`src/rtl/jtag_b_master_seq.sv`:
```
// JTAG master sequencer: turns DR/IR scan, TAP-reset and idle-run commands into
// TCK/TMS/TDI waveforms, tracks the TAP state and returns the captured TDO bits.
module jtag_b_master_seq #(
    parameter int TCK_DIV = 2
) (
    input  logic        clock,
    input  logic        reset,
    input  logic        cmd_valid,
    output logic        cmd_ready,
    input  logic [1:0]  cmd_type,
    input  logic [5:0]  cmd_len,
    input  logic [31:0] cmd_data,
    output logic        rsp_valid,
    input  logic        rsp_ready,
    output logic [31:0] rsp_data,
    output logic        busy,
    output logic        tck,
    output logic        tms,
    output logic        tdi,
    input  logic        tdo
);
    localparam logic [1:0] CMD_DR   = 2'd0;
    localparam logic [1:0] CMD_IR   = 2'd1;
    localparam logic [1:0] CMD_TLR  = 2'd2;
    localparam logic [1:0] CMD_IDLE = 2'd3;
    localparam logic [7:0] DIV_LAST = 8'(TCK_DIV - 1);

    typedef enum logic [1:0] {S_IDLE, S_RUN, S_RESP} seq_state_t;
    typedef enum logic [2:0] {
        TAP_TLR, TAP_RTI, TAP_SEL_DR, TAP_SEL_IR, TAP_CAP, TAP_SHIFT, TAP_EXIT1, TAP_UPD
    } tap_state_t;

    seq_state_t  state;
    tap_state_t  tap;
    logic [7:0]  div_cnt;
    logic [6:0]  step;
    logic [6:0]  last_step;
    logic [1:0]  typ;
    logic [5:0]  len;
    logic        pre;
    logic [31:0] data_sh;
    logic [4:0]  bit_cnt;

    logic [5:0]  len_in;
    logic        pre_in;
    logic [6:0]  last_in;
    logic        tms_first;
    logic        accept;

    // DR and IR paths share CAP/SHIFT/EXIT1/UPD; Pause is never requested here.
    function automatic tap_state_t tap_next(input tap_state_t s, input logic m);
        tap_state_t n;
        case (s)
            TAP_TLR:    n = m ? TAP_TLR    : TAP_RTI;
            TAP_RTI:    n = m ? TAP_SEL_DR : TAP_RTI;
            TAP_SEL_DR: n = m ? TAP_SEL_IR : TAP_CAP;
            TAP_SEL_IR: n = m ? TAP_TLR    : TAP_CAP;
            TAP_CAP:    n = m ? TAP_EXIT1  : TAP_SHIFT;
            TAP_SHIFT:  n = m ? TAP_EXIT1  : TAP_SHIFT;
            TAP_EXIT1:  n = m ? TAP_UPD    : TAP_EXIT1;
            default:    n = m ? TAP_SEL_DR : TAP_RTI;
        endcase
        return n;
    endfunction

    // TMS for TCK number k of a command; p is the leading TLR->RTI step.
    function automatic logic step_tms(input logic [1:0] t, input logic [5:0] n,
                                      input logic p, input logic [6:0] k);
        logic [6:0] kp;
        logic [6:0] last_sh;
        logic       r;
        kp      = k - {6'd0, p};
        last_sh = ((t == CMD_IR) ? 7'd3 : 7'd2) + {1'b0, n};
        r       = 1'b0;
        case (t)
            CMD_TLR:  r = (k < 7'd5);
            CMD_IDLE: r = 1'b0;
            default: begin
                if (!(p && k == 7'd0))
                    r = (kp == 7'd0) || (t == CMD_IR && kp == 7'd1) ||
                        (kp == last_sh) || (kp == last_sh + 7'd1);
            end
        endcase
        return r;
    endfunction

    always_comb begin
        len_in = cmd_len;
        if (cmd_len == 6'd0)
            len_in = 6'd1;
        else if (cmd_len > 6'd32 && cmd_type != CMD_IDLE)
            len_in = 6'd32;
        pre_in = (tap == TAP_TLR) && (cmd_type != CMD_TLR);
        case (cmd_type)
            CMD_DR:  last_in = {1'b0, len_in} + 7'd4 + {6'd0, pre_in};
            CMD_IR:  last_in = {1'b0, len_in} + 7'd5 + {6'd0, pre_in};
            CMD_TLR: last_in = 7'd5;
            default: last_in = {1'b0, len_in} - 7'd1 + {6'd0, pre_in};
        endcase
        tms_first = !pre_in && (cmd_type != CMD_IDLE);
    end

    assign accept = cmd_valid && cmd_ready;

    always_ff @(posedge clock) begin
        if (reset) begin
            state     <= S_IDLE;
            tap       <= TAP_TLR;
            cmd_ready <= 1'b0;
            busy      <= 1'b0;
            rsp_valid <= 1'b0;
            rsp_data  <= 32'd0;
            tck       <= 1'b0;
            tms       <= 1'b1;
            tdi       <= 1'b0;
            div_cnt   <= 8'd0;
            step      <= 7'd0;
            last_step <= 7'd0;
            typ       <= CMD_DR;
            len       <= 6'd0;
            pre       <= 1'b0;
            data_sh   <= 32'd0;
            bit_cnt   <= 5'd0;
        end else begin
            case (state)
                S_IDLE: begin
                    cmd_ready <= 1'b1;
                    if (accept) begin
                        state     <= S_RUN;
                        cmd_ready <= 1'b0;
                        busy      <= 1'b1;
                        typ       <= cmd_type;
                        len       <= len_in;
                        pre       <= pre_in;
                        last_step <= last_in;
                        data_sh   <= cmd_data;
                        rsp_data  <= 32'd0;
                        bit_cnt   <= 5'd0;
                        step      <= 7'd0;
                        div_cnt   <= 8'd0;
                        tck       <= 1'b0;
                        tms       <= tms_first;
                        tdi       <= 1'b0;
                    end
                end
                S_RUN: begin
                    if (div_cnt != DIV_LAST) begin
                        div_cnt <= div_cnt + 8'd1;
                    end else begin
                        div_cnt <= 8'd0;
                        if (!tck) begin
                            tck <= 1'b1;
                            tap <= tap_next(tap, tms);
                            if (tap == TAP_SHIFT) begin
                                rsp_data[bit_cnt] <= tdo;
                                bit_cnt           <= bit_cnt + 5'd1;
                                data_sh           <= data_sh >> 1;
                            end
                        end else begin
                            tck <= 1'b0;
                            // Falling edge: either the command is done or set up the next TCK.
                            if (step == last_step) begin
                                state     <= S_RESP;
                                rsp_valid <= 1'b1;
                                tdi       <= 1'b0;
                            end else begin
                                step <= step + 7'd1;
                                tms  <= step_tms(typ, len, pre, step + 7'd1);
                                tdi  <= (tap == TAP_SHIFT) ? data_sh[0] : 1'b0;
                            end
                        end
                    end
                end
                default: begin
                    if (rsp_ready) begin
                        state     <= S_IDLE;
                        rsp_valid <= 1'b0;
                        busy      <= 1'b0;
                        cmd_ready <= 1'b1;
                    end
                end
            endcase
        end
    end
endmodule

```
`config.mk`:
```
export PLATFORM = sky130hd
export DESIGN_NAME = jtag_b_master_seq
export DESIGN_NICKNAME = d
export VERILOG_FILES = /design/src/rtl/jtag_b_master_seq.sv
export SDC_FILE = /design/constraint.sdc
export NUM_CORES = 1
export LEC_CHECK = 0
export ABC_CLOCK_PERIOD_IN_PS = 3500
export CORE_MARGIN = 10
export CORE_UTILIZATION = 40
export CTS_CLUSTER_DIAMETER = 100
export DETAILED_ROUTE_END_ITERATION = 6
export SLEW_MARGIN = 10
export SYNTH_ARGS = -nofsm -noshare
export SYNTH_HDL_FRONTEND = slang
export SYNTH_SLANG_ARGS = --single-unit
```
`constraint.sdc`:
```
create_clock -name clock -period 3.5 [get_ports clock]
set_input_delay 1.05 -clock clock [delete_from_list [all_inputs] [get_ports clock]]
set_output_delay 1.05 -clock clock [all_outputs]
set_load 0.005 [all_outputs]
```
==> results by group, run 1 <==
Run status
  – Status: finished clean

Logic synthesis
  – Top-count cell post-synth: nand2_1
  – Largest area contributor in the netlist: dfxtp_1
  – Syn Nets: between 800 and 900
  – Most used DFF post-synth: dfxtp_1
  – Synth top cells by count: nand2_1, dfxtp_1, nor2_1
  – Largest cells by area after synthesis: dfxtp_1, nand2_1, nor2_1, a21oi_1, a311oi_1
  – Mapped Area: approximately 0.006 mm2
  – #FFs+latches synth: around 110
  – Ys Warns: 0
  – Cell variety after synth: 63
  – Register area share after synthesis: 36.7%
  – Post-synth top area share: a little under two fifths
  – Post-synth EDFFs: 0
  – Post-Syn Instances: between 700 and 800
  – Ys async rst share: 0%
  – Syn avg cell area: between 7 and 8 um2

Floorplanning
  – Io pins: 83
  – Die W: roughly 140 um
  – Die Area: 0.0205 mm2
  – FP Rows: 44
  – Initial Util: between 40% and 50%
  – Height of the die: roughly 140 um
  – Core area: 0.0147 mm2

Clock tree
  – CTS Buffer Depth: 2
  – Num CTS Buffers: 9
  – TritonCTS clock tree: done
  – H-Tree Level Count: 3
  – Clock-pin transition on the worst setup and hold timing paths: ~70 ps
  – CTS Root Cell: clkbuf_16
  – Clock Latency Late Sink: 360 ps
  – Clock Sinks: between 100 and 150

Timing
  – Final Slew Violations: 0
  – Fmax: ~300 MHz
  – Rel. slew slack: around 43%
  – Setup slack after layout: around 160 ps
  – RSZ-0062 raised after global routing: no
  – Final hold vios: 0
  – Period utilisation layout: 95.3%
  – Worst Clk Skew: roughly 11 ps
  – Minimum clock period: 3340 ps
  – Worst slew pin tran: between 800 and 900 ps
  – Final Setup Violations: 0

Global routing
  – Tot GR Track Use: 15.5%
  – Met1 Use GR: roughly a fifth
  – Grt met3 use: ~4.3%
  – Number of global-route vias before repair: 5436
  – Number of antenna violations at the first check in global routing: 0
  – GRT busiest layer: met2
  – First-pass GRT wire length: around 27000 um
  – Met2 Track Usage GR: 24.9%
  – Grt total ovfl: 0
  – Largest net degree at the start of global routing: 74

Critical path
  – Slowest cell on the critical path: a2111oi_1
  – Crit-path max cell delay: roughly 550 ps
  – Worst setup SP type: input pin
  – Crit path DAT: about 3600 ps
  – Most used cell along the critical path: nand2_1
  – Crit path max fanout: 4
  – Crit path cell chain: clkdlybuf4s50_1 > nand2_1 > nand2_1 > a22oi_1 > ha_1 > inv_1 > ha_1 > nand2_1 > nor2_1 > a21oi_1 > o22ai_1 > a2111oi_1 > nor3_1
  – Req. time, crit path: roughly 3700 ps
  – Setup crit end kind: register
  – CP Class: in2reg

Cells and area
  – Post-Layout Cell Count: 1022
  – Layout Nets: about 900
  – Ant. Diodes: 0
  – Ratio of cells with drive above 1 in the final layout: 6.80%
  – P&R area growth vs syn: 21.0%

Drt
  – DR vias/cell: between 5 and 6
  – Post-DRT Antenna Nets: 0
  – DRC: 0
  – Routed wire length: approximately 16000 um
  – Iter 0 DRT Violations: 358
  – TritonRoute pass-1 iters: 5
  – Total number of vias: 5649
  – Drt wl/cell: around 16 um

Power and ir drop
  – Cell Pwr Density: between 400 and 500 mW/mm2
  – PnR Total Power: about 3.3 mW
  – Leak Pwr: between 2 and 3 nW
  – Peak supply drop: ~0.0003 V

Place
  – Placed cell count: ~1000
  – HPWL Detailed: about 11000 um
  – GPL Wtd Cong: roughly 0.90
  – Setup WS pre-CTS: -143 ps
  – Port Buf Inserts: 82

Min path
  – Hold crit path type: reg2reg

Run
  – Max-Cap Viols: 0
[final timing paths]
| check | endpoint | slack, ps | cells after the start | from |
|---|---|---|---|---|
| max | last_step[2]$_SDFFE_PP0P_ | 160 | 13 | cmd_type[1] |
| max reg2reg | tms$_SDFFE_PP1P_ | 440 | 11 | step[1]$_SDFFE_PP0P_ |
| min | busy$_SDFFE_PP0P_ | 460 | 2 | busy$_SDFFE_PP0P_ |
| min reg2reg | busy$_SDFFE_PP0P_ | 460 | 2 | busy$_SDFFE_PP0P_ |
[layer usage]
layer  wire length (um)  part of all wire (%)  up-vias
li1                   -                     -     2829
met1               7320                    46     2644
met2               7440                    46      149
met3                972                   6.1       27
met4                281                   1.8        0
met5                  0                     0        -
[sequential cells by signal (all words and copies together), names as in the netlist, 2 cells and up]
signal     cells
rsp_data      32
last_step      7
typ            2
tap            3
data_sh       32
step           7
bit_cnt        5
state          2
div_cnt        8
len            6
[logic make-up after synthesis]
family	share of synthesized area (%)
xor gates and xnor gates	6.13
adders and majority gates	3.72
buffers and inverters	5.74
AOI/OAI and AO/OA	18.1
DFF	36.7
and+or+nand+nor	25.9
muxes	3.82
[critical path, delay by kind of cell]
| kind | cells | cell delay, ps |
|---|---|---|
| fa+ha+maj | 2 | 470 |
| compound gates | 4 | 1090 |
| buf+inv | 2 | 540 |
| simple gates | 5 | 400 |
[layout by cell type (no fill, tap or decap), types with 8 or more instances in the layout]
master	synthesis	layout
clkdlybuf4s50_1	0	81
dfxtp_1	111	111
nand4_1	8	8
a311oi_1	35	35
nand3b_1	8	8
nor2_1	108	108
nor3_1	12	12
ha_1	18	18
inv_1	16	16
xnor2_1	21	21
nand2_1	120	120
a21oi_1	67	67
clkbuf_16	0	9
buf_4	2	23
mux2i_1	22	22
nand3_1	42	42
o21ai_0	21	21
xor2_1	12	12
and3_1	8	8
[power breakdown]
part           internal [mW]  switching (mW)
Combinational          0.297           0.479
Sequential              1.36          0.0764
Clock                  0.565           0.493
Total                   2.22            1.05
[per-stage QoR]
stage	hold slack [ps]	cell area, um2	util [%]	TNS (ps)
floorplan	444	6060	-	0
CTS	461	7330	49.9	0
detailed placement	450	7030	47.8	-150
global route	479	7330	49.9	0
global placement	448	7030	47.8	0
finish	456	7330	49.9	0
[repair_timing]
action,CTS,global route
resized for setup,0,1
setup endpoints to repair,0,1
hold buffers,0,0
setup buffers,0,0
[area by class of cell]
class	count	area (um2)
Timing Repair Buffer	106	1010
Clock buffer	9	225
Inverter	17	63.8
Tap cell	184	230
Fill cell	1396	7370
Clock inverter	7	77.6
Multi-Input combinational cell	588	3500
Sequential cell	111	2220
No activity file was read; power rests on OpenSTA's default activity.
==> run 2: changes to the inputs <==
--- a/config.mk
+++ b/config.mk
@@ -6,10 +6,13 @@
 export NUM_CORES = 1
 export LEC_CHECK = 0
 export ABC_CLOCK_PERIOD_IN_PS = 3500
+export CELL_PAD_IN_SITES_DETAIL_PLACEMENT = 0
+export CELL_PAD_IN_SITES_GLOBAL_PLACEMENT = 1
 export CORE_MARGIN = 10
 export CORE_UTILIZATION = 40
 export CTS_CLUSTER_DIAMETER = 100
 export DETAILED_ROUTE_END_ITERATION = 6
+export PLACE_DENSITY_LB_ADDON = 0.1
 export SLEW_MARGIN = 10
 export SYNTH_ARGS = -nofsm -noshare
 export SYNTH_HDL_FRONTEND = slang
==> run 2 against run 1 <==
Net effect: utilization down 0.16 points; clock-buffer cell count rose by 2; first-iteration DRC count rose by 15%; global-route usage is 0.24 points higher; worst hold slack barely moved; cell area down 0.32%; sequential share of layout area up 0.099 points.
==> results by group, run 2 (synthesis gave the netlist of run 1 again) <==
Run status
  – Status: finished clean

Power and ir drop
  – Cell Pwr Density: 445 mW/mm2 (-0.13%)
  – Combinational power share: 24.1% (+0.4 points)
  – Int Power: 2.21 mW (-0.51%)
  – NetSw: 1.05 mW (-0.35%)
  – Leak Pwr: 2.71 nW (-0.75%)
  – Peak supply drop: 0.000303 V (-1.7%)
  – Reg power frac: 44.2% (+0.3 points)
  – Clock Power Share: 31.8% (-0.6 points)
  – Sw Ratio: 32.1% (+0.034 points)

Timing
  – Minimum clock period: 3230 ps (-110 ps)
  – Fmax: 310 MHz (+3.4%)
  – Rel. slew slack: 48.0% (+5.4 points)
  – Final Setup Violations: 0 (unchanged)
  – Setup slack after layout: 274 ps (+110 ps)
  – RSZ-0062 raised after global routing: no
  – Final Slew Violations: 0 (unchanged)
  – Final hold vios: 0 (unchanged)
  – Period utilisation layout: 92.2% (-3.1 points)
  – Worst slew pin tran: 773 ps (-81.3 ps)
  – Worst Clk Skew: 9.57 ps (-1.06 ps)

Floorplanning
  – Initial Util: 41.2% (unchanged)
  – Io pins: 83 (unchanged)
  – Die Area: 0.0205 mm2 (unchanged)
  – FP Rows: 44 (unchanged)
  – Height of the die: 143 um (unchanged)
  – Die W: 143 um (unchanged)
  – Core area: 0.0147 mm2 (unchanged)

Clock tree
  – Clock Sinks: 111 (unchanged)
  – TritonCTS clock tree: done
  – Clock-pin transition on the worst setup and hold timing paths: 70 ps (about the same)
  – CTS resizes: 0 (unchanged)
  – Setup Fix Bufs, Post-CTS: 0 (unchanged)
  – Num CTS Buffers: 9 (unchanged)
  – CTS Buffer Depth: 2 (unchanged)
  – Clock Latency Late Sink: 350 ps (about the same)
  – Post-CTS Hold Buffers: 0 (unchanged)
  – CTS Root Cell: clkbuf_16
  – H-Tree Level Count: 3 (unchanged)

Critical path
  – R2R cell count: 11 (unchanged)
  – Worst setup SP type: input pin
  – Setup crit end kind: register
  – Crit path DAT: 3450 ps (-110 ps)
  – Crit path buf inv count: 3 (+1)
  – Critical Path Source: cmd_type[1]
  – Worst setup path end: last_step[2]$_SDFFE_PP0P_
  – Flop2flop setup slack: 450 ps (about the same)
  – Worst r2r src: step[1]$_SDFFE_PP0P_
  – Req. time, crit path: 3730 ps (about the same)
  – Crit path cell chain: clkdlybuf4s50_1 > inv_2 > nor2_1 > or4_1 > ha_1 > inv_1 > ha_1 > nor2_1 > a21oi_1 > a21oi_1 > a2111oi_0 > nor3_1
  – CP Class: in2reg
  – Levels on crit path: 12 (-1)
  – CP delay by family, top: compound AO/OA/AOI/OAI gates
  – FF-to-FF End: tms$_SDFFE_PP1P_
  – Crit path max fanout: 4 (unchanged)
  – Slowest cell on the critical path: clkdlybuf4s50_1
  – Crit-path max cell delay: 460 ps (-90 ps)

Place
  – Placed cell count: 1005 (-0.099%)
  – GPL Wtd Cong: 0.893 (-0.94%)
  – HPWL Detailed: 11600 um (+3.1%)
  – Placed Area: 0.00702 mm2 (-0.11%)
  – Setup WS pre-CTS: -15.8 ps (+127 ps)
  – Port Buf Inserts: 82 (unchanged)

Global routing
  – Number of global-route vias before repair: 5286 (-2.8%)
  – Largest net degree at the start of global routing: 87 (+18%)
  – Grt total ovfl: 0 (unchanged)
  – First-pass GRT wire length: 26700 um (+0.73%)
  – Tot GR Track Use: 15.7% (+0.24 points)
  – Number of antenna violations at the first check in global routing: 0 (unchanged)

Cells and area
  – Layout Nets: 895 (-0.11%)
  – Ratio of cells with drive above 1 in the final layout: 6.34% (-0.46 points)
  – P&R area growth vs syn: 20.6%
  – Final instance area: 0.00731 mm2 (-0.32%)
  – Largest registers: data_sh: 32 flops, rsp_data: 32 flops, div_cnt: 8 flops
  – Most frequent cells in the layout: nand2_1, dfxtp_1, nor2_1, clkdlybuf4s50_1, a21oi_1
  – Most common cell after layout, fill and taps aside: nand2_1
  – Post-Layout Cell Count: 1020 (-0.20%)
  – Ant. Diodes: 0 (unchanged)

Drt
  – Total number of vias: 5602 (-0.83%)
  – DRC: 0 (unchanged)
  – Iter 0 DRT Violations: 410 (+15%)
  – Drt wl/cell: 16.1 um (+2.5%)
  – Post-DRT Antenna Nets: 0 (unchanged)
  – Routed wire length: 16400 um (+2.3%)
  – DR vias/cell: 5.49 (-0.64%)
  – TritonRoute pass-1 iters: 5 (unchanged)

Min path
  – Hold crit path type: reg2reg

Run
  – Max-Cap Viols: 0 (unchanged)
run 2: changes by cell type in the layout (fill, tap and decap cells not counted):
cell	delta
a2111oi_0	+1
inv_8	-1
clkbuf_1	+2
inv_6	-1
clkinv_2	-2
buf_4	-1
a2111oi_1	-1
clkinvlp_4	+1
run 2: worst min-delay path by stage:
| stage | from | end | slack, ps | cells past startpoint |
|---|---|---|---|---|
| floorplan | last_step[6]$_SDFFE_PP0P_ | last_step[6]$_SDFFE_PP0P_ | 440 | 2 |
| global placement | rsp_data[19]$_SDFFE_PP0P_ | rsp_data[19]$_SDFFE_PP0P_ | 440 | 2 |
| detailed placement | rsp_data[19]$_SDFFE_PP0P_ | rsp_data[19]$_SDFFE_PP0P_ | 450 | 2 |
| CTS | rsp_data[19]$_SDFFE_PP0P_ | rsp_data[19]$_SDFFE_PP0P_ | 460 | 2 |
| global route | rsp_data[19]$_SDFFE_PP0P_ | rsp_data[19]$_SDFFE_PP0P_ | 480 | 2 |
| finish | rsp_data[19]$_SDFFE_PP0P_ | rsp_data[19]$_SDFFE_PP0P_ | 460 | 2 |
run 2: power by group through the flow:
stage          Clock, mW  Combinational (mW)  Sequential (mW)
3_5_place_dp           0               0.782             1.47
4_1_cts             1.06               0.786             1.44
2_1_floorplan          0               0.559             1.43
6_report            1.03               0.783             1.44
3_3_place_gp           0               0.768             1.46
5_1_grt             1.12               0.883             1.45
run 2: cell type report:
| cell class | count | area [um2] |
|---|---|---|
| clock buffers | 11 | 233 |
| clock inverters | 4 | 55.1 |
| fillers | 1411 | 7390 |
| inverters | 17 | 63.8 |
| well taps | 184 | 230 |
| repair buffers | 105 | 1000 |
| multi-input cells | 588 | 3500 |
| flip-flops and latches | 111 | 2220 |
run 2: layer usage:
metal,up-vias,global-route usage (%),wire length (um)
li1,2824,-,-
met1,2641,22.0,8130
met2,122,23.2,7200
met3,15,4.74,901
met4,0,3.31,148
met5,-,0,0
run 2: worst register-to-register path: stages, from the launching register on:
cell and delay, ps:
dfxtp_1 540, ha_1 330, inv_1 140, ha_1 280
or4b_4 500, o31ai_4 80, xnor2_2 150, xnor2_4 240
mux2i_1 220, mux2i_1 100, a31oi_1 240, o21ai_1 100
run 2: through the flow:
step                      power, mW  TNS, ps  utilization [%]  hold WS (ps)
final                          3.25        0             49.7           456
after floorplan                1.99        0                -           444
after detailed placement       2.25    -15.8             47.7           449
after CTS                      3.29        0             49.7           460
after global routing           3.46        0             49.7           482
after global placement         2.23        0             47.7           445
==> run 3: changes to the inputs <==
--- a/config.mk
+++ b/config.mk
@@ -5,7 +5,7 @@
 export SDC_FILE = /design/constraint.sdc
 export NUM_CORES = 1
 export LEC_CHECK = 0
-export ABC_CLOCK_PERIOD_IN_PS = 3500
+export ABC_CLOCK_PERIOD_IN_PS = 3100
 export CELL_PAD_IN_SITES_DETAIL_PLACEMENT = 0
 export CELL_PAD_IN_SITES_GLOBAL_PLACEMENT = 1
 export CORE_MARGIN = 10
==> constraint.sdc (replaced) <==
create_clock -name clock -period 3.1 [get_ports clock]
set_input_delay 0.93 -clock clock [delete_from_list [all_inputs] [get_ports clock]]
set_output_delay 0.93 -clock clock [all_outputs]
set_load 0.005 [all_outputs]
==> run 3 against run 2 <==
Net effect: wire length about the same; critical path type unchanged; critical endpoint unchanged; total power increased by 17%; sequential power is 12% higher; first-iteration DRC count shrank 7.1%.
==> results by group, run 3 (synthesis gave the netlist of run 1 again) <==
Run status
  – Status: finished clean

Global routing
  – Number of global-route vias before repair: 5223 (-1.2%)
  – First-pass GRT wire length: 26700 um (about the same)
  – Tot GR Track Use: 15.8% (+0.12 points)
  – Grt total ovfl: 0 (unchanged)
  – Largest net degree at the start of global routing: 50 (-43%)
  – Number of antenna violations at the first check in global routing: 0 (unchanged)

Place
  – GPL Wtd Cong: 0.881 (-1.4%)
  – Setup WS pre-CTS: -270 ps (-254 ps)
  – Port Buf Inserts: 82 (unchanged)
  – HPWL Detailed: 11700 um (+1.7%)
  – Placed cell count: 1020 (+1.5%)

Min path
  – Hold crit path type: reg2reg
  – Worst Hold Launch: rsp_data[19]$_SDFFE_PP0P_

Critical path
  – Worst r2r src: step[0]$_SDFFE_PP0P_
  – Flop2flop setup slack: 380 ps (-70 ps)
  – Most used cell along the critical path: nand2_1
  – Crit path max fanout: 3 (-1)
  – Setup crit end kind: register
  – R2R cell count: 11 (unchanged)
  – FF-to-FF End: tms$_SDFFE_PP1P_
  – Crit path DAT: 3120 ps (-330 ps)
  – CP Class: in2reg
  – Slowest cell on the critical path: clkdlybuf4s50_1
  – Crit path cell chain: clkdlybuf4s50_1 > nand2_1 > nand2_1 > a22oi_2 > ha_2 > inv_1 > ha_1 > nand2_1 > nor2_1 > a21oi_1 > o22ai_1 > a2111oi_1 > nor3_1
  – Worst setup path end: last_step[2]$_SDFFE_PP0P_
  – Crit-path max cell delay: 450 ps (about the same)
  – Worst setup SP type: input pin
  – Req. time, crit path: 3340 ps (-390 ps)
  – Critical Path Source: cmd_type[1]

Timing
  – Minimum clock period: 2890 ps
  – Final Slew Violations: 0 (unchanged)
  – Final Setup Violations: 0 (unchanged)
  – Worst slew pin tran: 816 ps (+43.7 ps)
  – Setup slack after layout: 214 ps (-60.2 ps)
  – Fmax: 346 MHz
  – Period utilisation layout: slightly above 90%
  – Rel. slew slack: 45.2% (-2.9 points)
  – Final hold vios: 0 (unchanged)
  – Worst Clk Skew: 6.48 ps (-3.09 ps)
  – RSZ-0062 raised after global routing: no
  – Worst hold slack: 460 ps (+3.72 ps)
  – Setup TNS: 0 ps (unchanged)

Floorplanning
  – Die Area: 0.0205 mm2 (unchanged)
  – Height of the die: 143 um (unchanged)
  – Die W: 143 um (unchanged)
  – Initial Util: 41.2% (unchanged)
  – FP Rows: 44 (unchanged)
  – Core area: 0.0147 mm2 (unchanged)
  – Io pins: 83 (unchanged)

Cells and area
  – Most common cell after layout, fill and taps aside: nand2_1
  – Most frequent cells in the layout: nand2_1, dfxtp_1, nor2_1, clkdlybuf4s50_1, a21oi_1
  – Largest registers: data_sh: 32 flops, rsp_data: 32 flops, div_cnt: 8 flops
  – Final core area utilization: 51.0% (+1.3 points)
  – Layout Nets: 910 (+1.7%)
  – P&R area growth vs syn: 23.7%
  – Ant. Diodes: 0 (unchanged)
  – Post-Layout Cell Count: 1036 (+1.6%)
  – Ratio of cells with drive above 1 in the final layout: 8.80% (+2.5 points)

Clock tree
  – Clock-pin transition on the worst setup and hold timing paths: 80 ps (about the same)
  – TritonCTS clock tree: done
  – CTS Root Cell: clkbuf_16
  – CTS resizes: 0 (unchanged)
  – CTS Buffer Depth: 2 (unchanged)
  – Clock Latency Late Sink: 360 ps (about the same)
  – Setup Fix Bufs, Post-CTS: 0 (unchanged)
  – H-Tree Level Count: 3 (unchanged)
  – Num CTS Buffers: 9 (unchanged)
  – Post-CTS Hold Buffers: 0 (unchanged)
  – Clock Sinks: 111 (unchanged)

Power and ir drop
  – Cell Pwr Density: 510 mW/mm2 (+15%)
  – Leak Pwr: 2.81 nW (+3.8%)
  – Peak supply drop: 0.000303 V (-0.25%)

Drt
  – Post-DRT Antenna Nets: 0 (unchanged)
  – Drt wl/cell: 15.8 um (-1.6%)
  – TritonRoute pass-1 iters: 5 (unchanged)
  – Total number of vias: 5635 (+0.59%)
  – Iter 0 DRT Violations: 381 (-7.1%)
  – DR vias/cell: 5.44 (-0.96%)
  – DRC: 0 (unchanged)
  – Routed wire length: 16400 um (about the same)

Run
  – Max-Cap Viols: 0 (unchanged)
run 3: worst min-delay path by stage:
stage / end / slack (ps) / cells after the start
6_report: rsp_data[19]$_SDFFE_PP0P_ / 460 / 2
5_1_grt: rsp_data[19]$_SDFFE_PP0P_ / 480 / 2
2_1_floorplan: last_step[6]$_SDFFE_PP0P_ / 440 / 2
4_1_cts: rsp_data[19]$_SDFFE_PP0P_ / 460 / 2
3_3_place_gp: rsp_data[19]$_SDFFE_PP0P_ / 450 / 2
3_5_place_dp: rsp_data[19]$_SDFFE_PP0P_ / 450 / 2
run 3: area by class of cell:
cell class / instances / area (um2)
fillers: 1402 / 7210
multi-input cells: 588 / 3520
flip-flops and latches: 111 / 2220
repair buffers: 120 / 1130
well taps: 184 / 230
clock buffers: 9 / 225
clock inverters: 7 / 105
inverters: 17 / 63.8
run 3: report_power, final:
| part | switching, mW | internal [mW] | total, mW |
|---|---|---|---|
| registers | 0.0891 | 1.53 | 1.62 |
| logic | 0.556 | 0.360 | 0.916 |
| clock network | 0.563 | 0.720 | 1.28 |
| total | 1.21 | 2.61 | 3.82 |
run 3: critical path, delay by kind of cell:
family,cells,cell delay (ps)
simple gates,5,420
buf+inv,2,520
compound gates,4,810
fa+ha+maj,2,430
run 3: through the flow:
step                power, mW  instance area (um2)
finish                   3.82                 7490
global route             4.05                 7490
CTS                      3.87                 7470
detailed placement       2.57                 7140
global placement         2.55                 7140
floorplan                2.25                 6060
run 3: metal layers:
metal  vias to the layer above  routed length, um  track usage [%]
met5                         -                  0                0
met4                         0                101             2.93
met3                         7                981             4.61
met2                       128               7150             23.6
met1                      2634               8140             22.2
li1                       2866                  -                -
